<file path="src/rtl/sd_cmd_engine.sv">
// SD-bus command engine: serialises a 48-bit CMD frame with CRC7, collects the
// card response, validates it and retries failed attempts up to MAX_RETRY times.
module sd_cmd_engine #(
    parameter int TIMEOUT   = 64,
    parameter int MAX_RETRY = 3,
    parameter int NCC       = 8
) (
    input  logic         iclk,
    input  logic         irst,
    input  logic         icmd_sd,
    output logic         ocmd_sd,
    output logic         ocmd_oe,
    input  logic         istart,
    input  logic [5:0]   icmd_index,
    input  logic [31:0]  icmd_arg,
    input  logic [1:0]   iresp_type,
    output logic [127:0] oresp,
    output logic [5:0]   oresp_index,
    output logic         obusy,
    output logic         odone,
    output logic         otimeout,
    output logic         ocrc_err,
    output logic [1:0]   oretries
);

    localparam logic [7:0] TO_LAST   = 8'(TIMEOUT - 1);
    localparam logic [7:0] GAP_LAST  = 8'(NCC - 1);
    localparam logic [7:0] RETRY_MAX = 8'(MAX_RETRY);

    typedef enum logic [2:0] {IDLE, SEND, WAIT_RESP, RCV, GAP} state_t;

    state_t         state, state_nx;
    logic           start_q;
    logic [5:0]     idx_q;
    logic [31:0]    arg_q;
    logic [1:0]     typ_q;
    logic [7:0]     cnt;
    logic [7:0]     retry;
    logic [135:0]   sr;
    logic           att_to, att_crc;

    // Leading zeros leave a cleared CRC register untouched, so short fields are
    // zero-extended into the same 120-bit engine.
    function automatic logic [6:0] crc7(input logic [119:0] d);
        logic [6:0] c;
        logic       fb;
        c = '0;
        for (int i = 119; i >= 0; i--) begin
            fb = d[i] ^ c[6];
            c  = {c[5:0], 1'b0} ^ (fb ? 7'h09 : 7'h00);
        end
        return c;
    endfunction

    logic [39:0]  tx_body;
    logic [47:0]  tx_frame;
    logic [135:0] sr_nx;
    logic         start_det, send_last, rcv_last, gap_last, retry_go, rx_fail;
    logic         short_crc_bad, long_crc_bad, idx_bad, end_bad;

    assign tx_body   = {2'b01, idx_q, arg_q};
    assign tx_frame  = {tx_body, crc7({80'b0, tx_body}), 1'b1};
    assign sr_nx     = {sr[134:0], icmd_sd};

    assign start_det = (state == IDLE) && istart && !start_q && !irst;
    assign send_last = (cnt == 8'd47);
    assign rcv_last  = (typ_q == 2'b10) ? (cnt == 8'd135) : (cnt == 8'd47);
    assign gap_last  = (cnt == GAP_LAST);
    assign retry_go  = (att_to || att_crc) && (retry < RETRY_MAX);

    assign short_crc_bad = crc7({80'b0, sr_nx[47:8]}) != sr_nx[7:1];
    assign long_crc_bad  = crc7(sr_nx[127:8]) != sr_nx[7:1];
    assign idx_bad       = sr_nx[45:40] != idx_q;
    assign end_bad       = !sr_nx[0];

    always_comb begin
        rx_fail = end_bad;
        case (typ_q)
            2'b01:   rx_fail = short_crc_bad || idx_bad || end_bad;
            2'b10:   rx_fail = long_crc_bad || end_bad;
            default: rx_fail = end_bad;
        endcase
    end

    assign ocmd_oe  = (state == SEND);
    assign ocmd_sd  = (state == SEND) ? tx_frame[6'd47 - cnt[5:0]] : 1'b1;
    assign obusy    = (state != IDLE) || start_det;
    assign oretries = (retry > 8'd3) ? 2'd3 : retry[1:0];

    always_comb begin
        state_nx = state;
        case (state)
            IDLE:      if (start_det) state_nx = SEND;
            SEND:      if (send_last) state_nx = (typ_q == 2'b00) ? GAP : WAIT_RESP;
            WAIT_RESP: begin
                if (!icmd_sd)            state_nx = RCV;
                else if (cnt == TO_LAST) state_nx = GAP;
            end
            RCV:       if (rcv_last) state_nx = GAP;
            GAP:       if (gap_last) state_nx = retry_go ? SEND : IDLE;
            default:   state_nx = IDLE;
        endcase
    end

    always_ff @(posedge iclk or posedge irst) begin
        if (irst) begin
            state       <= IDLE;
            start_q     <= 1'b0;
            idx_q       <= '0;
            arg_q       <= '0;
            typ_q       <= '0;
            cnt         <= '0;
            retry       <= '0;
            sr          <= '0;
            att_to      <= 1'b0;
            att_crc     <= 1'b0;
            oresp       <= '0;
            oresp_index <= '0;
            odone       <= 1'b0;
            otimeout    <= 1'b0;
            ocrc_err    <= 1'b0;
        end else begin
            state   <= state_nx;
            start_q <= istart;
            odone   <= 1'b0;
            case (state)
                IDLE: if (start_det) begin
                    idx_q    <= icmd_index;
                    arg_q    <= icmd_arg;
                    typ_q    <= iresp_type;
                    cnt      <= '0;
                    retry    <= '0;
                    att_to   <= 1'b0;
                    att_crc  <= 1'b0;
                    otimeout <= 1'b0;
                    ocrc_err <= 1'b0;
                end
                SEND: cnt <= send_last ? 8'd0 : cnt + 8'd1;
                WAIT_RESP: begin
                    if (!icmd_sd) begin
                        sr  <= sr_nx;
                        cnt <= 8'd1;  // start bit already taken
                    end else if (cnt == TO_LAST) begin
                        att_to <= 1'b1;
                        cnt    <= '0;
                    end else begin
                        cnt <= cnt + 8'd1;
                    end
                end
                RCV: begin
                    sr <= sr_nx;
                    if (rcv_last) begin
                        cnt     <= '0;
                        att_crc <= rx_fail;
                        if (typ_q == 2'b10) begin
                            oresp       <= {sr_nx[127:1], 1'b0};
                            oresp_index <= 6'h3F;
                        end else begin
                            oresp       <= {96'b0, sr_nx[39:8]};
                            oresp_index <= sr_nx[45:40];
                        end
                    end else begin
                        cnt <= cnt + 8'd1;
                    end
                end
                GAP: begin
                    if (gap_last) begin
                        cnt <= '0;
                        if (retry_go) begin
                            retry   <= retry + 8'd1;
                            att_to  <= 1'b0;
                            att_crc <= 1'b0;
                        end else begin
                            odone    <= 1'b1;
                            otimeout <= att_to;
                            ocrc_err <= att_crc;
                        end
                    end else begin
                        cnt <= cnt + 8'd1;
                    end
                end
                default: cnt <= '0;
            endcase
        end
    end

endmodule

</file>
<file path="config.mk">
export PLATFORM = sky130hd
export DESIGN_NAME = sd_cmd_engine
export DESIGN_NICKNAME = d
export VERILOG_FILES = /design/src/rtl/sd_cmd_engine.sv
export SDC_FILE = /design/constraint.sdc
export NUM_CORES = 1
export LEC_CHECK = 0
export BUFFER_PORTS_ARGS = -buffer_cell sky130_fd_sc_hd__buf_2
export CORE_ASPECT_RATIO = 1.4
export CORE_UTILIZATION = 55
export DETAILED_ROUTE_END_ITERATION = 12
export HOLD_SLACK_MARGIN = 0.15
export MAX_ROUTING_LAYER = met4
export PLACE_DENSITY = 0.72
export SLEW_MARGIN = 20
export SYNTH_ARGS = -nofsm -noshare
export SYNTH_HDL_FRONTEND = slang
export SYNTH_SLANG_ARGS = --single-unit
</file>
<file path="constraint.sdc">
create_clock -name iclk -period 14.2 [get_ports iclk]
set_input_delay 2.84 -clock iclk [delete_from_list [all_inputs] [get_ports iclk]]
set_output_delay 2.84 -clock iclk [all_outputs]
set_load 0.01 [all_outputs]
</file>
==> out/qor.csv <==
stage;metric;value;unit
sta;setup violators final;0;
clocking;post-CTS setup buffer count;0;
synthesis;Syn Area/Cell;10.9;µm²
floorplan;initial core utilization;56.1;%
detailed_routing;Vias/cell;5.34;
run_status;status;finished clean;
synthesis;Post-Syn Area;17900;µm²
grt;pin count of the biggest net entering global routing;197;
sta;Max Clock Skew;0.0169;ns
worst_setup_path;Worst Path Max Fanout;5;
sta;crit share post-route;50.4;%
grt;Overflow after GRT;0;
floorplan;std cell rows;77;
worst_setup_path;worst path required time;11.36;ns
clocking;clock sink count;326;
layout;Diodes inserted;0;
layout;final non-filler cell total;2189;
layout;register area;8160;µm²
synthesis;count leader, synth;nand2_1;
synthesis;Synth area leaders;dfrtp_1 (46%), xnor2_1 (12%), mux2_2 (8.0%);
grt;vias in the first global route;11900;
floorplan;chip width;154;µm
grt;GR peak layer;met2;
synthesis;Post-synth EDFFs;0;
synthesis;top_reg_cell synth;dfrtp_1;
sta;Worst-Margin Slew;0.951;ns
sta;Worst Hold Slack;0.470;ns
worst_setup_path;worst reg2reg path startpoint;sr[115];
placement;Area after DPL;19000;µm²
sta;Fmax;140;MHz
power_and_ir_drop;power per cell area;89.2;nW/µm²
layout;multi-input logic area;9310;µm²
placement;Placer Congestion;0.897;
worst_setup_path;crit path DAT;4.32;ns
floorplan;io pins;186;
worst_setup_path;Worst path slowest cell;mux4_2;
sta;TNS Setup;0;ns
clocking;Root Buffer;clkbuf_16;
grt;initial antenna violation count;0;
layout;synthesis-to-finish area growth;12.4;%
synthesis;Unique masters post-synth;47;
layout;post-route cell area;20100;µm²
synthesis;Synth top area share;45.7;%
worst_setup_path;delay-heaviest family, CP;XOR/XNOR gates;
clocking;CTS buffer count;31;
synthesis;Synth Warn #;0;
synthesis;Post-synth top cells;nand2_1 (367), dfrtp_1 (326), xnor2_1 (238);
grt;Total GRT Usage;24.3;%
detailed_routing;DRT Pass-1 Iters;4;
worst_setup_path;cell chain of the critical path;xnor3_1 > xnor2_1 > xnor2_1 > xor2_1 > xnor2_1 > xnor2_1 > xor2_1 > xnor2_1 > o21ai_0 > mux4_2 > mux2_2 > nand2_1 > o211ai_1 > buf_2;
clocking;# hold bufs at CTS;0;
run;max cap viols;0;
floorplan;die height;215;µm
floorplan;die area;33200;µm²
power_and_ir_drop;leakage;9.87;nW
hold_path;hold crit path type;reg -> reg;
sta;Final Max Tran Viols;0;
clocking;# H-tree levels;1;
sta;RSZ-0062 raised after global routing;no;
detailed_routing;# DRC;0;
clocking;clk_lat worst skew;0.58;ns
detailed_routing;vias post-DR;11700;
clocking;post_cts resized;0;
sta;relative slew slack;36.6;%
layout;Nets;1820;
grt;first-pass GRT wire length;62100;µm
synthesis;leading area contributor after synthesis;dfrtp_1;
clocking;CTS max path bufs;3;
detailed_routing;Avg WL per Cell;17.4;µm
grt;Global Route met1 Usage;28.0;%
worst_setup_path;CP Launch Point;idx_q[0];
hold_path;Hold Startpoint;oresp[89];
synthesis;Syn Inst Count;1640;
synthesis;async set-reset flop share out of synthesis;100;%
synthesis;post-synth net total;1691;
grt;GR Util met2;43.7;%
placement;Port-buffer cells;185;
clocking;CTS tree;done;
synthesis;synthesized flop and latch total;326;
floorplan;core area;31800;µm²
detailed_routing;initial DRC count;555;
worst_setup_path;CP most frequent cell;xnor2_1;
detailed_routing;DRT antenna net count;0;
layout;# fillers;2628;
worst_setup_path;Slowest Stage Delay on Critical Path;0.48;ns
sta;Tmin final;7.16;ns
worst_setup_path;Buf/Inv on CP;1;
layout;layout cells sized above 1;22.0;%
worst_setup_path;Worst Setup Start Kind;register;
placement;placed insts;2130;
placement;dpl hpwl;27100;µm
worst_setup_path;critical path endpoint category;output pin;
worst_setup_path;crit path kind;reg -> out;
synthesis;post-synthesis sequential area ratio;45.7;%
clocking;clk slew on worst S/H paths;0.07;ns
detailed_routing;Post-Route WL;38000;µm
grt;met3 Use GR;2.70;%
power_and_ir_drop;maximum vdd drop;0.137;mV
sta;final hold vios;0;
-- metrics by stage --
| stage | total power, W | util [%] | setup slack [ns] |
|---|---|---|---|
| after floorplan | 0.000960 | - | 2.33 |
| after global placement | 0.000972 | 59.8 | 7.70 |
| after detailed placement | 0.000972 | 59.8 | 7.64 |
| after CTS | 0.00181 | 63.0 | 7.00 |
| after global routing | 0.00185 | 63.1 | 6.75 |
| final | 0.00179 | 63.1 | 7.04 |
-- tightest hold or removal path, cell delays in order, from the launching register on --
cell	delay, ns
dfrtp_1	0.33
nand2_1	0.04
o21ai_0	0.06
-- area by class of cell --
cell class | instances | share of cell area [%]
clock inverter | 17 | 0.767
multi-input combinational | 1205 | 46.4
sequential | 326 | 40.6
inverter | 12 | 0.262
timing repair buffer | 193 | 5.09
clock buffer | 41 | 4.40
tap | 395 | 2.46
-- layout by cell type, fill, tap and decap left out, types with 12 or more instances in the layout --
cell type / synthesis / routed
xnor3_1: 61 / 61
dfrtp_1: 326 / 326
nor2_1: 37 / 37
clkbuf_16: 0 / 31
mux2_2: 127 / 127
buf_2: 1 / 185
mux2i_1: 34 / 34
xor2_1: 68 / 68
o21ai_0: 157 / 157
nand2_1: 367 / 367
xnor2_1: 238 / 238
mux4_2: 12 / 12
-- layer usage --
| metal | routed length, µm | share of wire (%) |
|---|---|---|
| met1 | 15200 | 40 |
| met4 | 1130 | 3.0 |
| met2 | 20500 | 54 |
| met5 | 0 | 0 |
| met3 | 1100 | 2.9 |
-- cells by family (layout without fill, tap and decap cells) --
kind of cell	Yosys count	in the layout	share of synthesized area, %
AND/OR/NAND/NOR	456	456	10.2
XOR/XNOR	378	378	24.1
flip-flops	326	326	45.7
AO/OA/AOI/OAI	191	191	5.78
multiplexers	173	173	11.4
buffers and inverters	109	263	2.30
adder cells (fa/ha/maj)	7	7	0.491
-- power breakdown --
part	total, W	internal [W]	switching [W]
Sequential	0.000929	0.000929	0.0000000478
Combinational	0.0000254	0.00000578	0.0000196
Clock	0.000835	0.000474	0.000361
-- registers in the layout, summed over array words and instances, names as in the netlist, 2 cells and up --
register	cells
typ_q	2
oresp	128
state	3
idx_q	6
arg_q	32
retry	8
sr	127
oresp_index	6
cnt	8
-- path summary, 6_finish.rpt --
check                                 end  slack, ns  cells past startpoint
worst max-delay path              ocmd_sd       7.04                     14
worst max register to register    att_crc       8.54                     14
max in group asynchronous       oresp[49]      10.28                      4
min in group asynchronous          cnt[1]       2.42                      2
worst min-delay path            oresp[89]       0.47                      2
worst min register to register  oresp[89]       0.47                      2
(Power assumes the default switching activity.)
